$ cat src/rtl/id_ex_pipeline_reg.sv
// ID/EX pipeline register for the LEGv8 pipeline. It also detects load-use hazards and inserts bubbles into EX.
// Optional: define ID_EX_HAZARD_COUNT_EN to add the saturating bubble_count output.
module id_ex_pipeline_reg #(
   parameter int DATA_W  = 64,
   parameter int REG_AW  = 5,
   parameter int XZR_IDX = 31
) (
   input  logic              clk,
   input  logic              rst_n,
   input  logic              id_ALUSrc,
   input  logic              id_MemtoReg,
   input  logic              id_RegWrite,
   input  logic              id_MemRead,
   input  logic              id_MemWrite,
   input  logic              id_Branch,
   input  logic              id_UncBranch,
   input  logic [1:0]        id_AluOp,
   input  logic [10:0]       id_opcode,
   input  logic [DATA_W-1:0] id_pc,
   input  logic [DATA_W-1:0] id_rd1,
   input  logic [DATA_W-1:0] id_rd2,
   input  logic [DATA_W-1:0] id_imm,
   input  logic [REG_AW-1:0] id_rs1,
   input  logic [REG_AW-1:0] id_rs2,
   input  logic              id_rs1_used,
   input  logic              id_rs2_used,
   input  logic [REG_AW-1:0] id_rd,
   input  logic              stall_i,
   input  logic              flush_i,
   output logic              ex_ALUSrc,
   output logic              ex_MemtoReg,
   output logic              ex_RegWrite,
   output logic              ex_MemRead,
   output logic              ex_MemWrite,
   output logic              ex_Branch,
   output logic              ex_UncBranch,
   output logic [1:0]        ex_AluOp,
   output logic [10:0]       ex_opcode,
   output logic [DATA_W-1:0] ex_pc,
   output logic [DATA_W-1:0] ex_rd1,
   output logic [DATA_W-1:0] ex_rd2,
   output logic [DATA_W-1:0] ex_imm,
   output logic [REG_AW-1:0] ex_rs1,
   output logic [REG_AW-1:0] ex_rs2,
   output logic [REG_AW-1:0] ex_rd,
   output logic              ex_valid,
   output logic              hazard_stall_o
`ifdef ID_EX_HAZARD_COUNT_EN
   ,
   output logic [31:0]       bubble_count
`endif
);

   localparam logic [REG_AW-1:0] XZR = REG_AW'(XZR_IDX);

   typedef struct packed {
      logic              valid;
      logic              alusrc;
      logic              memtoreg;
      logic              regwrite;
      logic              memread;
      logic              memwrite;
      logic              branch;
      logic              uncbranch;
      logic [1:0]        aluop;
      logic [10:0]       opcode;
      logic [DATA_W-1:0] pc;
      logic [DATA_W-1:0] rd1;
      logic [DATA_W-1:0] rd2;
      logic [DATA_W-1:0] imm;
      logic [REG_AW-1:0] rs1;
      logic [REG_AW-1:0] rs2;
      logic [REG_AW-1:0] rd;
   } ex_bundle_t;

   ex_bundle_t ex_q, id_d;
   logic       hazard;

   always_comb begin
      id_d = '{valid: 1'b1, alusrc: id_ALUSrc, memtoreg: id_MemtoReg,
               regwrite: id_RegWrite, memread: id_MemRead, memwrite: id_MemWrite,
               branch: id_Branch, uncbranch: id_UncBranch, aluop: id_AluOp,
               opcode: id_opcode, pc: id_pc, rd1: id_rd1, rd2: id_rd2, imm: id_imm,
               rs1: id_rs1, rs2: id_rs2, rd: id_rd};
   end

   // Bubbles carry valid=0, so a load can force at most one bubble.
   always_comb begin
      hazard = ex_q.valid & ex_q.memread & (ex_q.rd != XZR) &
               ((id_rs1_used & (id_rs1 == ex_q.rd)) | (id_rs2_used & (id_rs2 == ex_q.rd)));
   end

   // Flush beats stall, and stall beats hazard. Both flush and hazard load an all-zero bubble.
   always_ff @(posedge clk or negedge rst_n) begin
      if (!rst_n)          ex_q <= '0;
      else if (flush_i)    ex_q <= '0;
      else if (!stall_i) begin
         if (hazard)       ex_q <= '0;
         else              ex_q <= id_d;
      end
   end

`ifdef ID_EX_HAZARD_COUNT_EN
   always_ff @(posedge clk or negedge rst_n) begin
      if (!rst_n)
         bubble_count <= '0;
      else if (!flush_i && !stall_i && hazard && bubble_count != 32'hFFFF_FFFF)
         bubble_count <= bubble_count + 32'd1;
   end
`endif

   assign hazard_stall_o = hazard;
   assign ex_valid       = ex_q.valid;
   assign ex_ALUSrc      = ex_q.alusrc;
   assign ex_MemtoReg    = ex_q.memtoreg;
   assign ex_RegWrite    = ex_q.regwrite;
   assign ex_MemRead     = ex_q.memread;
   assign ex_MemWrite    = ex_q.memwrite;
   assign ex_Branch      = ex_q.branch;
   assign ex_UncBranch   = ex_q.uncbranch;
   assign ex_AluOp       = ex_q.aluop;
   assign ex_opcode      = ex_q.opcode;
   assign ex_pc          = ex_q.pc;
   assign ex_rd1         = ex_q.rd1;
   assign ex_rd2         = ex_q.rd2;
   assign ex_imm         = ex_q.imm;
   assign ex_rs1         = ex_q.rs1;
   assign ex_rs2         = ex_q.rs2;
   assign ex_rd          = ex_q.rd;

endmodule

$ cat config.mk
export PLATFORM = sky130hd
export DESIGN_NAME = id_ex_pipeline_reg
export DESIGN_NICKNAME = d
export VERILOG_FILES = /design/src/rtl/id_ex_pipeline_reg.sv
export SDC_FILE = /design/constraint.sdc
export NUM_CORES = 1
export LEC_CHECK = 0
export BUFFER_PORTS_ARGS = -buffer_cell sky130_fd_sc_hd__clkbuf_2
export CORE_AREA = 2 2 230 232
export CTS_BUF_LIST = sky130_fd_sc_hd__clkbuf_8
export DETAILED_ROUTE_END_ITERATION = 8
export DIE_AREA = 0 0 232 234
export PLACE_DENSITY = 0.65
export SLEW_MARGIN = 20
export SYNTH_ARGS = -nofsm -noshare
export SYNTH_HDL_FRONTEND = slang
export SYNTH_SLANG_ARGS = --single-unit
$ cat constraint.sdc
create_clock -name clk -period 1.7 [get_ports clk]
set_clock_uncertainty 0.2 [all_clocks]
set_input_delay 0 -clock clk [delete_from_list [all_inputs] [get_ports clk]]
set_output_delay 0 -clock clk [all_outputs]
set_load 0.05 [all_outputs]
==> impl_metrics.json, run 1 <==
{
  "wire_per_inst_um": 19.79,
  "seq_area_frac_synth": 0.4679,
  "syn-num-nets": 1646,
  "worst_setup_path_end_kind": "output pin",
  "grt_antenna_before_repair": 1,
  "fin_crit_ns": 2.363,
  "crit_required_ns": 1.50,
  "floorplan.die.height_um": 234,
  "clk_transition_reported_paths_ns": 0.07,
  "crit_path_frequent_cell": "sky130_fd_sc_hd__buf_12",
  "finalWirelength_um": 60450,
  "grt_first_pass_wirelength_um": 89960,
  "chipWidth_um": 232,
  "synth_area_per_cell_um2": 11.58,
  "clock.fmax_mhz": 423.3,
  "fin_hold_ws_ns": -0.1144,
  "postPlaceCellArea_mm2": 0.01974,
  "post-dp-hpwl_um": 36560,
  "failing_checks": "hold timing, setup timing",
  "critical-path-max-stage-delay_ns": 0.40,
  "cts_inserted_buffers": 53,
  "cts-root-buf": "sky130_fd_sc_hd__clkbuf_8",
  "worstHoldPathType": "in2reg",
  "grt.total_usage": 0.2061,
  "first_pass_iters": 8,
  "number_of_distinct_library_cell_variants_in_the_gate_level_netlist_after_synthesis": 25,
  "place.detailed.instances": 2548,
  "core_mm2": 0.05202,
  "cts_sinks": 292,
  "number_of_levels_in_the_clock_h_tree": 2,
  "critical_path.startpoint_type": "register",
  "timing.critical_path.arrival_ns": 2.16,
  "route.vias.total": 15876,
  "drt_iter0_drc": 1123,
  "num-nets-final": 2623,
  "grt_overflow": 0,
  "layoutNonFillerInstCount": 3054,
  "floorplan.io_pins": 590,
  "timing.critical_path.fanout_max": 21,
  "fp.dieArea_mm2": 0.05429,
  "drv.max_cap_violation_count": 0,
  "finalPower_mw": 21.82,
  "postCtsHoldBufs": 385,
  "drc_errors": 0,
  "drive_above_1_share": 0.4478,
  "synth_seq_cells": 292,
  "clock_latency_reported_for_the_late_side_of_the_worst_skew_pair_ns": 0.62,
  "synth_warnings": 0,
  "final_setup_violations": 293,
  "setup_repair_after_global_routing_missed_its_margin": "true",
  "post_synth_inst_count": 1349,
  "final_cell_area_mm2": 0.02528,
  "synthesis.area_mm2": 0.01562,
  "avgViaCountPerCell": 5.198,
  "initial_core_util": 0.3002,
  "detailedPlace.worstSlack_ns": -0.4017,
  "layout.core_utilization": 0.4858,
  "timing.slew.headroom": 0.5479,
  "flow.area_growth_from_synthesis_pct": 61.84,
  "io_buffers": 589,
  "timing.critical_path.slowest_stage_cell": "sky130_fd_sc_hd__dfrtp_2",
  "first_global_vias": 16564,
  "most-common-layout-cells": "sky130_fd_sc_hd__clkbuf_2 (585), sky130_fd_sc_hd__dlygate4sd3_1 (385), sky130_fd_sc_hd__nor3b_1 (291)",
  "antenna_left": 0,
  "worstMarginPinSlew_ns": 0.6767,
  "finalWorstSetupSlack_ns": -0.6626,
  "final_hold_viol_count": 14,
  "setup.worst_path.class": "reg2out",
  "slew_violations": 0,
  "grt_max_degree": 88,
  "outcome": "finished, violations left",
  "most_frequent_standard_cell_in_the_layout_excluding_fill_and_tap_cells": "sky130_fd_sc_hd__clkbuf_2",
  "tritoncts": "built",
  "ir_drop_uv": 626.5,
  "gpl.final_weighted_congestion": 0.8770,
  "num-fill-cells": 4453,
  "final_min_period_over_clock_period": 1.390,
  "clockBufferDepth": 3,
  "power_leakage_nw": 12.25,
  "timing.critical_path.cells": "buf_4 > nand3_1 > o211ai_4 > buf_12 > buf_12 > nor2_4 > buf_8",
  "power_per_cell_area_mw_per_mm2": 863.2,
  "core.rowCount": 84
}
[synth_stat cells]
cell type                  instances  area share
sky130_fd_sc_hd__dfrtp_1         292        0.47
sky130_fd_sc_hd__nor3b_1         291        0.14
sky130_fd_sc_hd__a22oi_1         285        0.14
sky130_fd_sc_hd__a21bo_2         277        0.18
sky130_fd_sc_hd__clkbuf_1        109       0.026
sky130_fd_sc_hd__buf_6            30       0.022
sky130_fd_sc_hd__buf_2            12      0.0038
sky130_fd_sc_hd__buf_1            11      0.0026
sky130_fd_sc_hd__a21bo_1           8      0.0051
sky130_fd_sc_hd__xor2_1            8      0.0045
sky130_fd_sc_hd__a21o_1            6      0.0029
sky130_fd_sc_hd__a32o_1            6      0.0038
sky130_fd_sc_hd__xnor2_1           2      0.0011
sky130_fd_sc_hd__a32oi_2           1      0.0010
sky130_fd_sc_hd__and2_1            1     0.00040
sky130_fd_sc_hd__inv_1             1     0.00024
sky130_fd_sc_hd__nand2_1           1     0.00024
sky130_fd_sc_hd__nand2b_1          1     0.00040
sky130_fd_sc_hd__nand3_1           1     0.00032
sky130_fd_sc_hd__nor2_1            1     0.00024
sky130_fd_sc_hd__nor2b_1           1     0.00040
sky130_fd_sc_hd__nor4_1            1     0.00040
sky130_fd_sc_hd__nor4_2            1     0.00080
sky130_fd_sc_hd__o211ai_2          1     0.00080
sky130_fd_sc_hd__o311a_1           1     0.00064
[power by group]
group	internal, mW	total [mW]	switching (mW)
registers	7.65	8.09	0.439
logic	2.73	7.25	4.52
clock network	3.42	6.48	3.06
[final timing paths]
kind / start / to / slack (ns) / depth (start not counted)
hold / removal: flush_i / ex_pc[0] / -0.11 / 4
setup / recovery: ex_rd[4] / hazard_stall_o / -0.66 / 7
min in group asynchronous: rst_n / ex_imm[19] / 0.24 / 3
setup reg to reg: ex_rd[2] / ex_opcode[2] / -0.59 / 8
hold reg to reg: ex_rd1[13] / ex_rd1[13] / 0.42 / 2
max in group asynchronous: rst_n / ex_rd1[19] / 0.33 / 4
[routing by layer]
metal / vias to the layer above / GRT usage / routed length, µm / share of wire
met5: - / 0 / 0 / 0
met4: 0 / 0.1034 / 2778 / 0.046
met3: 175 / 0.04548 / 4244 / 0.070
met2: 736 / 0.3548 / 30240 / 0.50
met1: 7853 / 0.2422 / 23190 / 0.38
li1: 7112 / - / - / -
[worst max-delay path, delay by kind of cell, from the launching register on]
| kind | cells | cell delay, ns |
|---|---|---|
| AOI/OAI and AO/OA | 1 | 0.28 |
| buffers and inverters | 4 | 0.67 |
| DFF | 1 | 0.40 |
| and+or+nand+nor | 2 | 0.20 |
[what timing repair did]
action,4_1_cts,5_1_grt
pin swaps,4,3
hold endpoints to repair,584,14
gates cloned,6,12
resized for setup,11,21
endpoints found under the setup margin,294,293
setup buffers,7,1
[logic make-up (layout without fill, tap and decap cells)]
logic type | Yosys count | after routing | share of synthesized area
buf+inv | 163 | 1179 | 0.05456
xor+xnor | 10 | 10 | 0.005608
other cells | 0 | 1 | 0
compound gates | 585 | 585 | 0.3289
flops | 292 | 292 | 0.4679
simple gates | 299 | 299 | 0.1431
[registers in the layout, summed over array words and instances (netlist names)]
name / cells
ex_valid: 1
ex_rd2: 64
ex_rs1: 5
ex_Branch: 1
ex_MemRead: 1
ex_ALUSrc: 1
ex_rs2: 5
ex_pc: 64
ex_AluOp: 2
ex_imm: 64
ex_rd: 5
ex_rd1: 64
ex_MemtoReg: 1
ex_RegWrite: 1
ex_UncBranch: 1
ex_opcode: 11
ex_MemWrite: 1
[metrics by stage]
stage / setup TNS (ns) / hold WS, ns
after floorplan: -87.12 / -0.4956
after global placement: -101.17 / -0.2318
after detailed placement: -103.65 / -0.2402
after CTS: -160.15 / -0.1555
after global routing: -171.90 / -0.1256
final: -147.85 / -0.1144
[cell type report]
class / instances / area (µm²) / area share
repair buffers: 1084 / 8559 / 0.3386
multi-input cells: 894 / 7523 / 0.2977
flip-flops and latches: 292 / 7313 / 0.2893
clock buffers: 65 / 894.6 / 0.03539
well taps: 688 / 860.8 / 0.03406
clock inverters: 29 / 117.6 / 0.004653
inverters: 1 / 3.754 / 0.0001485
diodes: 1 / 2.502 / 0.00009900
No activity file was read; power rests on OpenSTA's default activity.
==> run 2, diff against run 1 <==
Settings changed: CTS_BUF_LIST sky130_fd_sc_hd__clkbuf_8 to sky130_fd_sc_hd__clkbuf_4 sky130_fd_sc_hd__clkbuf_8.
==> run 2 against run 1 <==
Net effect:
- the run still ends with hold timing, setup timing left
- worst hold slack improved by 0.0059 ns
- first-iteration DRC count up 1.2%
- setup slack worse by 0.029 ns
- count of clock-buffer cells in the layout up 24
- routed wire length down 0.15%
- maximum frequency is 1.2% lower
- final cell count barely moved
- global-route usage up 0.43 points
- utilization grew 0.13 points
- non-clock buffer count is 2 lower
- critical path type is now reg2reg
==> impl_metrics.json, run 2 (same netlist as run 1, synthesis figures left out) <==
{
  "num-nets-final": 2621,
  "cell_count_of_the_worst_reg_to_reg_path": 8,
  "finalWirelength_um": 60360,
  "power_per_cell_area_mw_per_mm2": 881.8,
  "final_hold_viol_count": 14,
  "crit_path_end": "ex_rd1[6]",
  "timing.slew.headroom": 0.5343,
  "clk_transition_reported_paths_ns": 0.07,
  "worst_setup_path_end_kind": "register",
  "grt_antenna_before_repair": 1,
  "antenna_left": 0,
  "fin_hold_ws_ns": -0.1085,
  "route.vias.total": 15866,
  "timing.critical_path.arrival_ns": 2.68,
  "core.rowCount": 84,
  "clock_latency_reported_for_the_late_side_of_the_worst_skew_pair_ns": 0.62,
  "most-common-layout-cells": "sky130_fd_sc_hd__clkbuf_2 (585), sky130_fd_sc_hd__dlygate4sd3_1 (384), sky130_fd_sc_hd__nor3b_1 (291)",
  "slew_violations": 0,
  "grt_overflow": 0,
  "tritoncts": "built",
  "cts-root-buf": "sky130_fd_sc_hd__clkbuf_8",
  "worstHoldPathType": "in2reg",
  "detailedPlace.worstSlack_ns": -0.4017,
  "final_setup_violations": 293,
  "finalPower_mw": 22.35,
  "first_pass_iters": 5,
  "chipWidth_um": 232,
  "core_mm2": 0.05202,
  "outcome": "finished, violations left",
  "final_cell_area_mm2": 0.02535,
  "cts_inserted_buffers": 53,
  "setup.reg_to_reg.worst_slack_ns": -0.69,
  "floorplan.io_pins": 590,
  "postCtsHoldBufs": 384,
  "worstHoldPathCells": 4,
  "drive_above_1_share": 0.4579,
  "reg2reg_start": "ex_rd[2]",
  "most_frequent_standard_cell_in_the_layout_excluding_fill_and_tap_cells": "sky130_fd_sc_hd__clkbuf_2",
  "critical-path-max-stage-delay_ns": 0.44,
  "grt_first_pass_wirelength_um": 91470,
  "power_leakage_nw": 12.24,
  "timing.critical_path.slowest_stage_cell": "sky130_fd_sc_hd__dfrtp_2",
  "timing.critical_path.fanout_max": 18,
  "first_global_vias": 16728,
  "drc_errors": 0,
  "timing.critical_path.cells": "xor2_1 > nor4_4 > a32oi_4 > buf_4 > buf_6 > bufbuf_16 > buf_16 > a21bo_2",
  "worst_setup_path_startpoint": "ex_rd[2]",
  "initial_core_util": 0.3002,
  "post-dp-hpwl_um": 36560,
  "wire_per_inst_um": 19.78,
  "failing_checks": "hold timing, setup timing",
  "final_min_period_over_clock_period": 1.407,
  "critical_path.startpoint_type": "register",
  "grt.total_usage": 0.2104,
  "worstMarginPinSlew_ns": 0.6971,
  "cts_sinks": 292,
  "drt_iter0_drc": 1137,
  "finalWorstSetupSlack_ns": -0.6912,
  "io_buffers": 589,
  "floorplan.die.height_um": 234,
  "crit_required_ns": 1.99,
  "fp.dieArea_mm2": 0.05429,
  "fin_crit_ns": 2.391,
  "drv.max_cap_violation_count": 0,
  "tns_ns": -168.19,
  "grt_max_degree": 88,
  "number_of_levels_in_the_clock_h_tree": 2,
  "flow.area_growth_from_synthesis_pct": 62.29,
  "postPlaceCellArea_mm2": 0.01974,
  "clockBufferDepth": 3,
  "setup_repair_after_global_routing_missed_its_margin": "true",
  "r2r-end": "ex_rd1[6]",
  "avgViaCountPerCell": 5.199,
  "ir_drop_uv": 649.4,
  "setup.worst_path.class": "reg2reg",
  "gpl.final_weighted_congestion": 0.8770,
  "clock.fmax_mhz": 418.2
}
## run 2: cell count changes in the layout (fill, tap and decap cells not counted), sizes merged
cell         previous run  this run
dlygate4sd3           385       384
buf                   102       103
inv                    25         1
bufbuf                  2         6
clkbuf                660       678
## run 2: per-layer routing
| metal | track usage | wire, µm | up-vias |
|---|---|---|---|
| li1 | - | - | 7114 |
| met1 | 0.2482 | 23500 | 7826 |
| met2 | 0.3603 | 29940 | 749 |
| met3 | 0.04633 | 4094 | 177 |
| met4 | 0.1076 | 2829 | 0 |
| met5 | 0 | 0 | - |
## run 2: metrics by stage
| stage | util | cells |
|---|---|---|
| after global routing | 0.4872 | 3052 |
| after floorplan | - | 1349 |
| after detailed placement | 0.3795 | 2548 |
| final | 0.4872 | 3052 |
| after global placement | 0.3795 | 2548 |
| after CTS | 0.4834 | 3045 |
## run 2: repair_timing
item	in CTS	in global routing
resized for setup	11	19
cloned	10	4
setup buffers	9	2
setup endpoints to repair	294	293
hold endpoints to repair	584	14
pin swaps	4	4
## run 2: how the worst min path moves through the flow
stage,startpoint,slack (ns),to
2_1_floorplan,rst_n,-0.50,ex_ALUSrc
3_3_place_gp,rst_n,-0.23,ex_imm[19]
3_5_place_dp,rst_n,-0.24,ex_imm[19]
4_1_cts,flush_i,-0.16,ex_pc[0]
5_1_grt,flush_i,-0.13,ex_pc[6]
6_report,flush_i,-0.11,ex_pc[0]
## run 2: cell type report
type                       count  area (µm²)
multi-input combinational    894        7523
tap                          688       860.8
inverter                       1       3.754
sequential                   292        7313
fill                        4448       26680
antenna                        1       2.502
timing repair buffer        1082        8539
clock inverter                 5       27.53
clock buffer                  89        1075
## run 2: critical path: cells and delay by family (launching register included)
kind | cells | cell delay, ns
buffers and inverters | 4 | 0.74
AO/OA/AOI/OAI | 2 | 0.37
flip-flops | 1 | 0.44
XOR/XNOR | 1 | 0.17
AND/OR/NAND/NOR | 1 | 0.32
## run 2: where the power goes
group	total (mW)	switching (mW)	internal, mW
Combinational	7.25	4.51	2.74
Clock	7.01	3.06	3.95
Sequential	8.09	0.440	7.65
